$ cat config.mk
export PLATFORM = sky130hd
export DESIGN_NAME = axi_lite_mem_arbiter_flat
export DESIGN_NICKNAME = d
export VERILOG_FILES = /design/src/rtl/axi_lite_mem_arbiter_pkg.sv /design/src/rtl/axi_lite_mem_arbiter_if.sv /design/src/rtl/axi_lite_mem_arbiter_rr_arbiter.sv /design/src/rtl/axi_lite_mem_arbiter.sv /design/src/flat_wrapper.sv
export SDC_FILE = /design/constraint.sdc
export NUM_CORES = 1
export LEC_CHECK = 0
export ABC_AREA = 1
export CAP_MARGIN = 0
export CORE_AREA = 2 2 127 129
export CTS_CLUSTER_DIAMETER = 50
export DETAILED_ROUTE_END_ITERATION = 8
export DIE_AREA = 0 0 129 131
export GPL_ROUTABILITY_DRIVEN = 1
export GPL_TIMING_DRIVEN = 0
export PLACE_DENSITY = 0.83
export SYNTH_ARGS = -nofsm -noshare
export SYNTH_HDL_FRONTEND = slang
export SYNTH_SLANG_ARGS = --single-unit
$ cat constraint.sdc
create_clock -name CLK -period 7.85 [get_ports CLK]
set_input_delay 1.57 -clock CLK [delete_from_list [all_inputs] [get_ports CLK]]
set_output_delay 1.57 -clock CLK [all_outputs]
set_load 0.05 [all_outputs]
$ cat src/rtl/axi_lite_mem_arbiter_pkg.sv
// Shared types for the AXI4-Lite memory arbiter: FSM encoding and AXI response codes.
package axi_lite_mem_arbiter_pkg;

    typedef enum logic [2:0] {
        ST_IDLE,
        ST_AR,
        ST_R,
        ST_WA,
        ST_B
    } state_e;

    localparam logic [1:0] RESP_OKAY   = 2'd0;
    localparam logic [1:0] RESP_EXOKAY = 2'd1;
    localparam logic [1:0] RESP_SLVERR = 2'd2;
    localparam logic [1:0] RESP_DECERR = 2'd3;

endpackage

$ cat src/rtl/axi_lite_mem_arbiter_if.sv
// AXI4-Lite bus bundle; master modport faces the arbiter, slave modport faces the interconnect.
interface axi_lite_mem_arbiter_if #(
    parameter int ADDR_WIDTH = 32,
    parameter int DATA_WIDTH = 32
);
    localparam int STRB_WIDTH = DATA_WIDTH / 8;

    logic [ADDR_WIDTH-1:0] awaddr;
    logic [2:0]            awprot;
    logic                  awvalid;
    logic                  awready;
    logic [DATA_WIDTH-1:0] wdata;
    logic [STRB_WIDTH-1:0] wstrb;
    logic                  wvalid;
    logic                  wready;
    logic [1:0]            bresp;
    logic                  bvalid;
    logic                  bready;
    logic [ADDR_WIDTH-1:0] araddr;
    logic [2:0]            arprot;
    logic                  arvalid;
    logic                  arready;
    logic [DATA_WIDTH-1:0] rdata;
    logic [1:0]            rresp;
    logic                  rvalid;
    logic                  rready;

    modport master (
        output awaddr, awprot, awvalid, input awready,
        output wdata, wstrb, wvalid, input wready,
        input  bresp, bvalid, output bready,
        output araddr, arprot, arvalid, input arready,
        input  rdata, rresp, rvalid, output rready
    );

    modport slave (
        input  awaddr, awprot, awvalid, output awready,
        input  wdata, wstrb, wvalid, output wready,
        output bresp, bvalid, input bready,
        input  araddr, arprot, arvalid, output arready,
        output rdata, rresp, rvalid, input rready
    );

endinterface

$ cat src/rtl/axi_lite_mem_arbiter_rr_arbiter.sv
// Combinational grant picker: round-robin starting after ptr, or lowest-index-wins when fixed.
module axi_lite_mem_arbiter_rr_arbiter #(
    parameter int NUM_PORTS      = 2,
    parameter int FIXED_PRIORITY = 0,
    parameter int IDX_W          = 1
) (
    input  logic [NUM_PORTS-1:0] req,
    input  logic [IDX_W-1:0]     ptr,
    output logic [NUM_PORTS-1:0] gnt_oh,
    output logic [IDX_W-1:0]     gnt_idx,
    output logic                 gnt_any
);
    logic [IDX_W-1:0] k;

    always_comb begin
        gnt_oh  = '0;
        gnt_idx = '0;
        gnt_any = 1'b0;
        k       = '0;
        for (int i = 0; i < NUM_PORTS; i++) begin
            k = (FIXED_PRIORITY != 0) ? IDX_W'(i)
                                      : IDX_W'((int'(ptr) + 1 + i) % NUM_PORTS);
            if (!gnt_any && req[k]) begin
                gnt_any    = 1'b1;
                gnt_oh[k]  = 1'b1;
                gnt_idx    = k;
            end
        end
    end

endmodule

$ cat src/rtl/axi_lite_mem_arbiter.sv
// N-requester AXI4-Lite master: arbitrates clients and runs one transaction at a time,
// returning rdata/resp with a one-cycle done pulse to the granted port.
module axi_lite_mem_arbiter
    import axi_lite_mem_arbiter_pkg::*;
#(
    parameter int NUM_PORTS      = 2,
    parameter int ADDR_WIDTH     = 32,
    parameter int DATA_WIDTH     = 32,
    parameter int FIXED_PRIORITY = 0
) (
    input  logic                            CLK,
    input  logic                            RST,
    input  logic [NUM_PORTS-1:0]            req,
    input  logic [NUM_PORTS-1:0]            req_we,
    input  logic [NUM_PORTS*ADDR_WIDTH-1:0] req_addr,
    input  logic [NUM_PORTS*DATA_WIDTH-1:0] req_wdata,
    input  logic [NUM_PORTS*(DATA_WIDTH/8)-1:0] req_wstrb,
    output logic [NUM_PORTS-1:0]            done,
    output logic [DATA_WIDTH-1:0]           rdata,
    output logic [1:0]                      resp,
    axi_lite_mem_arbiter_if.master          m_axi
);
    localparam int STRB_WIDTH = DATA_WIDTH / 8;
    localparam int IDX_W      = (NUM_PORTS > 1) ? $clog2(NUM_PORTS) : 1;

    logic [NUM_PORTS-1:0][ADDR_WIDTH-1:0] addr_a;
    logic [NUM_PORTS-1:0][DATA_WIDTH-1:0] wdata_a;
    logic [NUM_PORTS-1:0][STRB_WIDTH-1:0] wstrb_a;

    assign addr_a  = req_addr;
    assign wdata_a = req_wdata;
    assign wstrb_a = req_wstrb;

    state_e                state;
    logic [IDX_W-1:0]      rr_ptr;
    logic [NUM_PORTS-1:0]  gnt_q;
    logic [ADDR_WIDTH-1:0] addr_q;
    logic [DATA_WIDTH-1:0] wdata_q;
    logic [STRB_WIDTH-1:0] wstrb_q;
    logic                  arvalid_q, rready_q, awvalid_q, wvalid_q, bready_q;

    logic [NUM_PORTS-1:0]  gnt_oh;
    logic [IDX_W-1:0]      gnt_idx;
    logic                  gnt_any;

    axi_lite_mem_arbiter_rr_arbiter #(
        .NUM_PORTS      (NUM_PORTS),
        .FIXED_PRIORITY (FIXED_PRIORITY),
        .IDX_W          (IDX_W)
    ) u_arb (
        .req     (req),
        .ptr     (rr_ptr),
        .gnt_oh  (gnt_oh),
        .gnt_idx (gnt_idx),
        .gnt_any (gnt_any)
    );

    // A valid is considered finished once it is low or handshaking this cycle.
    logic aw_fin, w_fin;
    assign aw_fin = !awvalid_q || m_axi.awready;
    assign w_fin  = !wvalid_q  || m_axi.wready;

    always_ff @(posedge CLK or posedge RST) begin
        if (RST) begin
            state     <= ST_IDLE;
            rr_ptr    <= IDX_W'(NUM_PORTS - 1);
            gnt_q     <= '0;
            addr_q    <= '0;
            wdata_q   <= '0;
            wstrb_q   <= '0;
            arvalid_q <= 1'b0;
            rready_q  <= 1'b0;
            awvalid_q <= 1'b0;
            wvalid_q  <= 1'b0;
            bready_q  <= 1'b0;
            done      <= '0;
            rdata     <= '0;
            resp      <= RESP_OKAY;
        end else begin
            done <= '0;
            case (state)
                ST_IDLE: if (gnt_any) begin
                    rr_ptr  <= gnt_idx;
                    gnt_q   <= gnt_oh;
                    addr_q  <= addr_a[gnt_idx];
                    wdata_q <= wdata_a[gnt_idx];
                    wstrb_q <= wstrb_a[gnt_idx];
                    if (req_we[gnt_idx]) begin
                        awvalid_q <= 1'b1;
                        wvalid_q  <= 1'b1;
                        state     <= ST_WA;
                    end else begin
                        arvalid_q <= 1'b1;
                        state     <= ST_AR;
                    end
                end
                ST_AR: if (m_axi.arready) begin
                    arvalid_q <= 1'b0;
                    rready_q  <= 1'b1;
                    state     <= ST_R;
                end
                ST_R: if (m_axi.rvalid) begin
                    rready_q <= 1'b0;
                    rdata    <= m_axi.rdata;
                    resp     <= m_axi.rresp;
                    done     <= gnt_q;
                    state    <= ST_IDLE;
                end
                ST_WA: begin
                    if (awvalid_q && m_axi.awready) awvalid_q <= 1'b0;
                    if (wvalid_q && m_axi.wready)   wvalid_q  <= 1'b0;
                    if (aw_fin && w_fin) begin
                        bready_q <= 1'b1;
                        state    <= ST_B;
                    end
                end
                ST_B: if (m_axi.bvalid) begin
                    bready_q <= 1'b0;
                    resp     <= m_axi.bresp;
                    done     <= gnt_q;
                    state    <= ST_IDLE;
                end
                default: state <= ST_IDLE;
            endcase
        end
    end

    assign m_axi.araddr  = addr_q;
    assign m_axi.arprot  = 3'b000;
    assign m_axi.arvalid = arvalid_q;
    assign m_axi.rready  = rready_q;
    assign m_axi.awaddr  = addr_q;
    assign m_axi.awprot  = 3'b000;
    assign m_axi.awvalid = awvalid_q;
    assign m_axi.wdata   = wdata_q;
    assign m_axi.wstrb   = wstrb_q;
    assign m_axi.wvalid  = wvalid_q;
    assign m_axi.bready  = bready_q;

endmodule

$ cat src/flat_wrapper.sv
// flat-port wrapper written by rule: the top's interface ports become plain ports
module axi_lite_mem_arbiter_flat import axi_lite_mem_arbiter_pkg::*;
#(
    parameter int NUM_PORTS      = 2,
    parameter int ADDR_WIDTH     = 32,
    parameter int DATA_WIDTH     = 32,
    parameter int FIXED_PRIORITY = 0
)
  (CLK, RST, req, req_we, req_addr, req_wdata, req_wstrb, done, rdata, resp, m_axi_awaddr, m_axi_awprot, m_axi_awvalid, m_axi_awready, m_axi_wdata, m_axi_wstrb, m_axi_wvalid, m_axi_wready, m_axi_bresp, m_axi_bvalid, m_axi_bready, m_axi_araddr, m_axi_arprot, m_axi_arvalid, m_axi_arready, m_axi_rdata, m_axi_rresp, m_axi_rvalid, m_axi_rready);
  axi_lite_mem_arbiter_if #(.ADDR_WIDTH(ADDR_WIDTH), .DATA_WIDTH(DATA_WIDTH)) m_axi_i ();
  input  logic CLK;
  input  logic RST;
  input  logic [NUM_PORTS-1:0] req;
  input  logic [NUM_PORTS-1:0] req_we;
  input  logic [NUM_PORTS*ADDR_WIDTH-1:0] req_addr;
  input  logic [NUM_PORTS*DATA_WIDTH-1:0] req_wdata;
  input  logic [NUM_PORTS*(DATA_WIDTH/8)-1:0] req_wstrb;
  output logic [NUM_PORTS-1:0] done;
  output logic [DATA_WIDTH-1:0] rdata;
  output logic [1:0] resp;
  output wire logic [$bits(m_axi_i.awaddr)-1:0] m_axi_awaddr;
  output wire logic [$bits(m_axi_i.awprot)-1:0] m_axi_awprot;
  output wire logic [$bits(m_axi_i.awvalid)-1:0] m_axi_awvalid;
  input wire logic [$bits(m_axi_i.awready)-1:0] m_axi_awready;
  output wire logic [$bits(m_axi_i.wdata)-1:0] m_axi_wdata;
  output wire logic [$bits(m_axi_i.wstrb)-1:0] m_axi_wstrb;
  output wire logic [$bits(m_axi_i.wvalid)-1:0] m_axi_wvalid;
  input wire logic [$bits(m_axi_i.wready)-1:0] m_axi_wready;
  input wire logic [$bits(m_axi_i.bresp)-1:0] m_axi_bresp;
  input wire logic [$bits(m_axi_i.bvalid)-1:0] m_axi_bvalid;
  output wire logic [$bits(m_axi_i.bready)-1:0] m_axi_bready;
  output wire logic [$bits(m_axi_i.araddr)-1:0] m_axi_araddr;
  output wire logic [$bits(m_axi_i.arprot)-1:0] m_axi_arprot;
  output wire logic [$bits(m_axi_i.arvalid)-1:0] m_axi_arvalid;
  input wire logic [$bits(m_axi_i.arready)-1:0] m_axi_arready;
  input wire logic [$bits(m_axi_i.rdata)-1:0] m_axi_rdata;
  input wire logic [$bits(m_axi_i.rresp)-1:0] m_axi_rresp;
  input wire logic [$bits(m_axi_i.rvalid)-1:0] m_axi_rvalid;
  output wire logic [$bits(m_axi_i.rready)-1:0] m_axi_rready;
  assign m_axi_awaddr = m_axi_i.awaddr;
  assign m_axi_awprot = m_axi_i.awprot;
  assign m_axi_awvalid = m_axi_i.awvalid;
  assign m_axi_i.awready = m_axi_awready;
  assign m_axi_wdata = m_axi_i.wdata;
  assign m_axi_wstrb = m_axi_i.wstrb;
  assign m_axi_wvalid = m_axi_i.wvalid;
  assign m_axi_i.wready = m_axi_wready;
  assign m_axi_i.bresp = m_axi_bresp;
  assign m_axi_i.bvalid = m_axi_bvalid;
  assign m_axi_bready = m_axi_i.bready;
  assign m_axi_araddr = m_axi_i.araddr;
  assign m_axi_arprot = m_axi_i.arprot;
  assign m_axi_arvalid = m_axi_i.arvalid;
  assign m_axi_i.arready = m_axi_arready;
  assign m_axi_i.rdata = m_axi_rdata;
  assign m_axi_i.rresp = m_axi_rresp;
  assign m_axi_i.rvalid = m_axi_rvalid;
  assign m_axi_rready = m_axi_i.rready;
  axi_lite_mem_arbiter #(.NUM_PORTS(NUM_PORTS), .ADDR_WIDTH(ADDR_WIDTH), .DATA_WIDTH(DATA_WIDTH), .FIXED_PRIORITY(FIXED_PRIORITY)) u_core (.CLK(CLK), .RST(RST), .req(req), .req_we(req_we), .req_addr(req_addr), .req_wdata(req_wdata), .req_wstrb(req_wstrb), .done(done), .rdata(rdata), .resp(resp), .m_axi(m_axi_i));
endmodule
==> impl_results.md <==
- Run status: completed
- Distinct cell type count of the synthesized netlist: 24
- Post-Syn Instances: 649
- Smallest setup slack after layout: 4.53 ns
- Chip height: 131 um
- Horiz. Die Dim: 129 um
- Critical-path maximum fanout: 3
- TritonCTS buffer count: 17
- CP Data Required Time: 6.28 ns
- Initial DRC Count: 247
- Mean instance size in the synthesized netlist: 8.57 um^2
- Clock-pin transition on the worst setup and hold timing paths: 0.05 ns
- Max-capacitance violation count: 0
- Worst slew pin tran: 0.587 ns
- FP Rows: 46
- Setup Crit Path Kind: flop to output pin
- First-pass GRT wire length: 28.4 mm
- Port-buffer cells: 323
- Critical path startpoint category: flop
- Synth Warn #: 0
- Routed wire length per instance: 15.7 um
- Arrival time worst endpoint: 1.75 ns
- Placeable core region: 15600 um^2
- Quantity of gates resized following cts: 0
- Class of the tightest hold or removal check: flop to flop
- Total routed wirelength: 19.2 mm
- Initial antenna violation count: 0
- List of cells traversed by the critical path: buf_4 -> clkdlybuf4s50_1
- Worst max-slew margin expressed relative to the limit: 0.608
- Max frequency: 0.301 GHz
- Cell family with most CP delay: buffers and inverters
- Power density normalized to cell area: 497 nW/um^2
- Number of nets at the end of the flow: 1180
- Die Outline Area: 16900 um^2
- Number of global-route vias before repair: 5760
- Portion of the post-synthesis area used by sequential elements: 0.518
- Worst IR drop on VDD: 0.339 mV
- Number of antenna repair diodes: 0
- Number of levels the H-tree was split into: 4
- Number of hold violations in the final report: 0
- Unrepaired setup endpoints after global routing: false
- Final ANT Viol Nets: 0
- Overflow left after global routing: 0
- Buffers & Inverters on Critical Path: 2
- Post-detailed-route DRC marker count: 0
- Sink count of the clock tree: 115
- Boundary Pins: 330
- Worst path slowest cell: sky130_fd_sc_hd__clkdlybuf4s50_1
- Clock tree from TritonCTS: yes
- Starting Density: 0.357
- Flip-flop and latch count after synthesis: 115
- Mapped cell area: 5560 um^2
- Clock latency on the worst-skew pair: 0.41 ns
- Routed vias: 5712
- Maximum count of clock buffers along a single path: 2
- Flop2flop setup slack: 6.22 ns
- Avg Vias per Cell: 4.67
- Setup Fix Bufs, Post-CTS: 0
- Worst clock skew: 0.0100 ns
- Proportion of layout cells with a drive suffix above 1: 0.132
- HPWL Detailed: 14.9 mm
- CTS hold repair buffers: 0
- Post-route clock period utilization: 0.423
- Minimum setup slack after placement: 4.57 ns
- Maximum number of pins on one net before global-route repair: 63
- Summed negative setup slack over all endpoints: 0 ns
- Number of iterations in the first detailed-routing pass: 6
- Clk Tree Root Cell: sky130_fd_sc_hd__clkbuf_16
- Clock period minus final worst setup slack: 3.32 ns
- GP Congestion: 0.806
- Final worst hold slack: 0.479 ns
- CP Capture Type: output pin
- Largest incremental delay on the critical path: 0.79 ns
- Growth of design area from synthesis to finish: 74.5%
- Static leakage: 4.46 nW
- Number of endpoints failing setup at the final stage: 0
- Number of pins exceeding their max-slew limit in the final report: 0
- All-layer global routing usage: 0.220
[cells in the mapped netlist]
cell type / n / area (um^2)
sky130_fd_sc_hd__nand3_1: 10 / 50.1
sky130_fd_sc_hd__dfrtp_1: 114 / 2850
sky130_fd_sc_hd__nor2_1: 148 / 556
sky130_fd_sc_hd__o31ai_1: 38 / 285
sky130_fd_sc_hd__o211ai_1: 3 / 22.5
sky130_fd_sc_hd__o21ai_1: 1 / 5.00
sky130_fd_sc_hd__nand2_1: 198 / 743
sky130_fd_sc_hd__buf_6: 2 / 22.5
sky130_fd_sc_hd__nand3_2: 2 / 20.0
sky130_fd_sc_hd__nand2_2: 1 / 6.26
sky130_fd_sc_hd__dfstp_2: 1 / 26.3
sky130_fd_sc_hd__o31ai_2: 30 / 375
sky130_fd_sc_hd__o21bai_1: 2 / 15.0
sky130_fd_sc_hd__nor2_2: 1 / 6.26
sky130_fd_sc_hd__clkbuf_1: 9 / 33.8
sky130_fd_sc_hd__inv_2: 4 / 15.0
sky130_fd_sc_hd__a21oi_1: 1 / 5.00
sky130_fd_sc_hd__buf_4: 46 / 345
sky130_fd_sc_hd__buf_2: 16 / 80.1
sky130_fd_sc_hd__nand3b_1: 1 / 7.51
sky130_fd_sc_hd__conb_1: 1 / 3.75
sky130_fd_sc_hd__o21ai_0: 3 / 15.0
sky130_fd_sc_hd__inv_1: 16 / 60.1
sky130_fd_sc_hd__nor2_4: 1 / 11.3
[final timing paths]
check,from,end,cells past startpoint
hold / removal,u_core.rdata[25],u_core.rdata[25],2
setup reg to reg,u_core.rr_ptr,u_core.m_axi.araddr[4],5
max in group asynchronous,RST,u_core.rr_ptr,3
setup / recovery,u_core.m_axi.araddr[11],m_axi_awaddr[11],2
min in group asynchronous,RST,u_core.rdata[6],2
hold reg to reg,u_core.rdata[25],u_core.rdata[25],2
[per-layer routing]
metal / GRT usage / vias to the layer above / part of all wire
li1: - / 2734 / -
met1: 0.234 / 2675 / 0.37
met2: 0.397 / 258 / 0.51
met3: 0.0778 / 45 / 0.090
met4: 0.0965 / 0 / 0.030
met5: 0 / - / 0
[report_power, final]
part / internal, mW / switching (mW) / total [mW]
sequential: 0.885 / 0.195 / 1.08
clock: 0.513 / 0.257 / 0.770
combinational: 1.04 / 1.94 / 2.98
total: 2.44 / 2.39 / 4.83
[worst register-to-register path, stage by stage (launching register included)]
cell,delay (ns)
sky130_fd_sc_hd__dfstp_2,0.54
sky130_fd_sc_hd__nand2_1,0.08
sky130_fd_sc_hd__nand2_2,0.17
sky130_fd_sc_hd__clkbuf_1,0.40
sky130_fd_sc_hd__nor2_1,0.10
sky130_fd_sc_hd__o31ai_2,0.25
[placed cells by master, fill, tap and decap left out, drive strengths merged, types with 2 or more instances in the layout]
cell and count:
o21ai 4, dfrtp 114, clkinv 2, nand3 12, clkdlybuf4s50 323, clkbuf 35, buf 65, bufinv 2
nand2 199, nor2 150, conb 6, o211ai 3, o21bai 2, o31ai 68, inv 20
[stage by stage]
step,std cells,util,power (mW),cell area (um^2)
finish,1224,0.622,4.83,9710
global placement,1193,0.582,4.03,9080
CTS,1224,0.622,4.86,9710
global route,1224,0.622,5.07,9710
detailed placement,1194,0.585,4.08,9120
floorplan,654,-,3.05,5580
[logic make-up after synthesis]
group | synth area share
and+or+nand+nor | 0.252
DFF | 0.518
buffers and inverters | 0.100
AOI/OAI and AO/OA | 0.130
other | 0.000674
[cell type report]
cell class                      count  area, um^2
Buffer                             73         482
Clock buffer                       26         519
Clock inverter                      4        70.1
Fill cell                        1314        5890
Inverter                           20        80.1
Multi-Input combinational cell    446        2150
Sequential cell                   115        2880
Tap cell                          216         270
Timing Repair Buffer              324        3260
[flip-flops by register name (all words and copies together) (netlist names), 2 cells and up]
signal	flops
u_core.done	2
u_core.m_axi.wstrb	4
u_core.gnt_q	2
u_core.m_axi.wdata	32
u_core.rdata	32
u_core.m_axi.araddr	32
u_core.state	3
u_core.resp	2
Power figures use the tool's default switching activity.
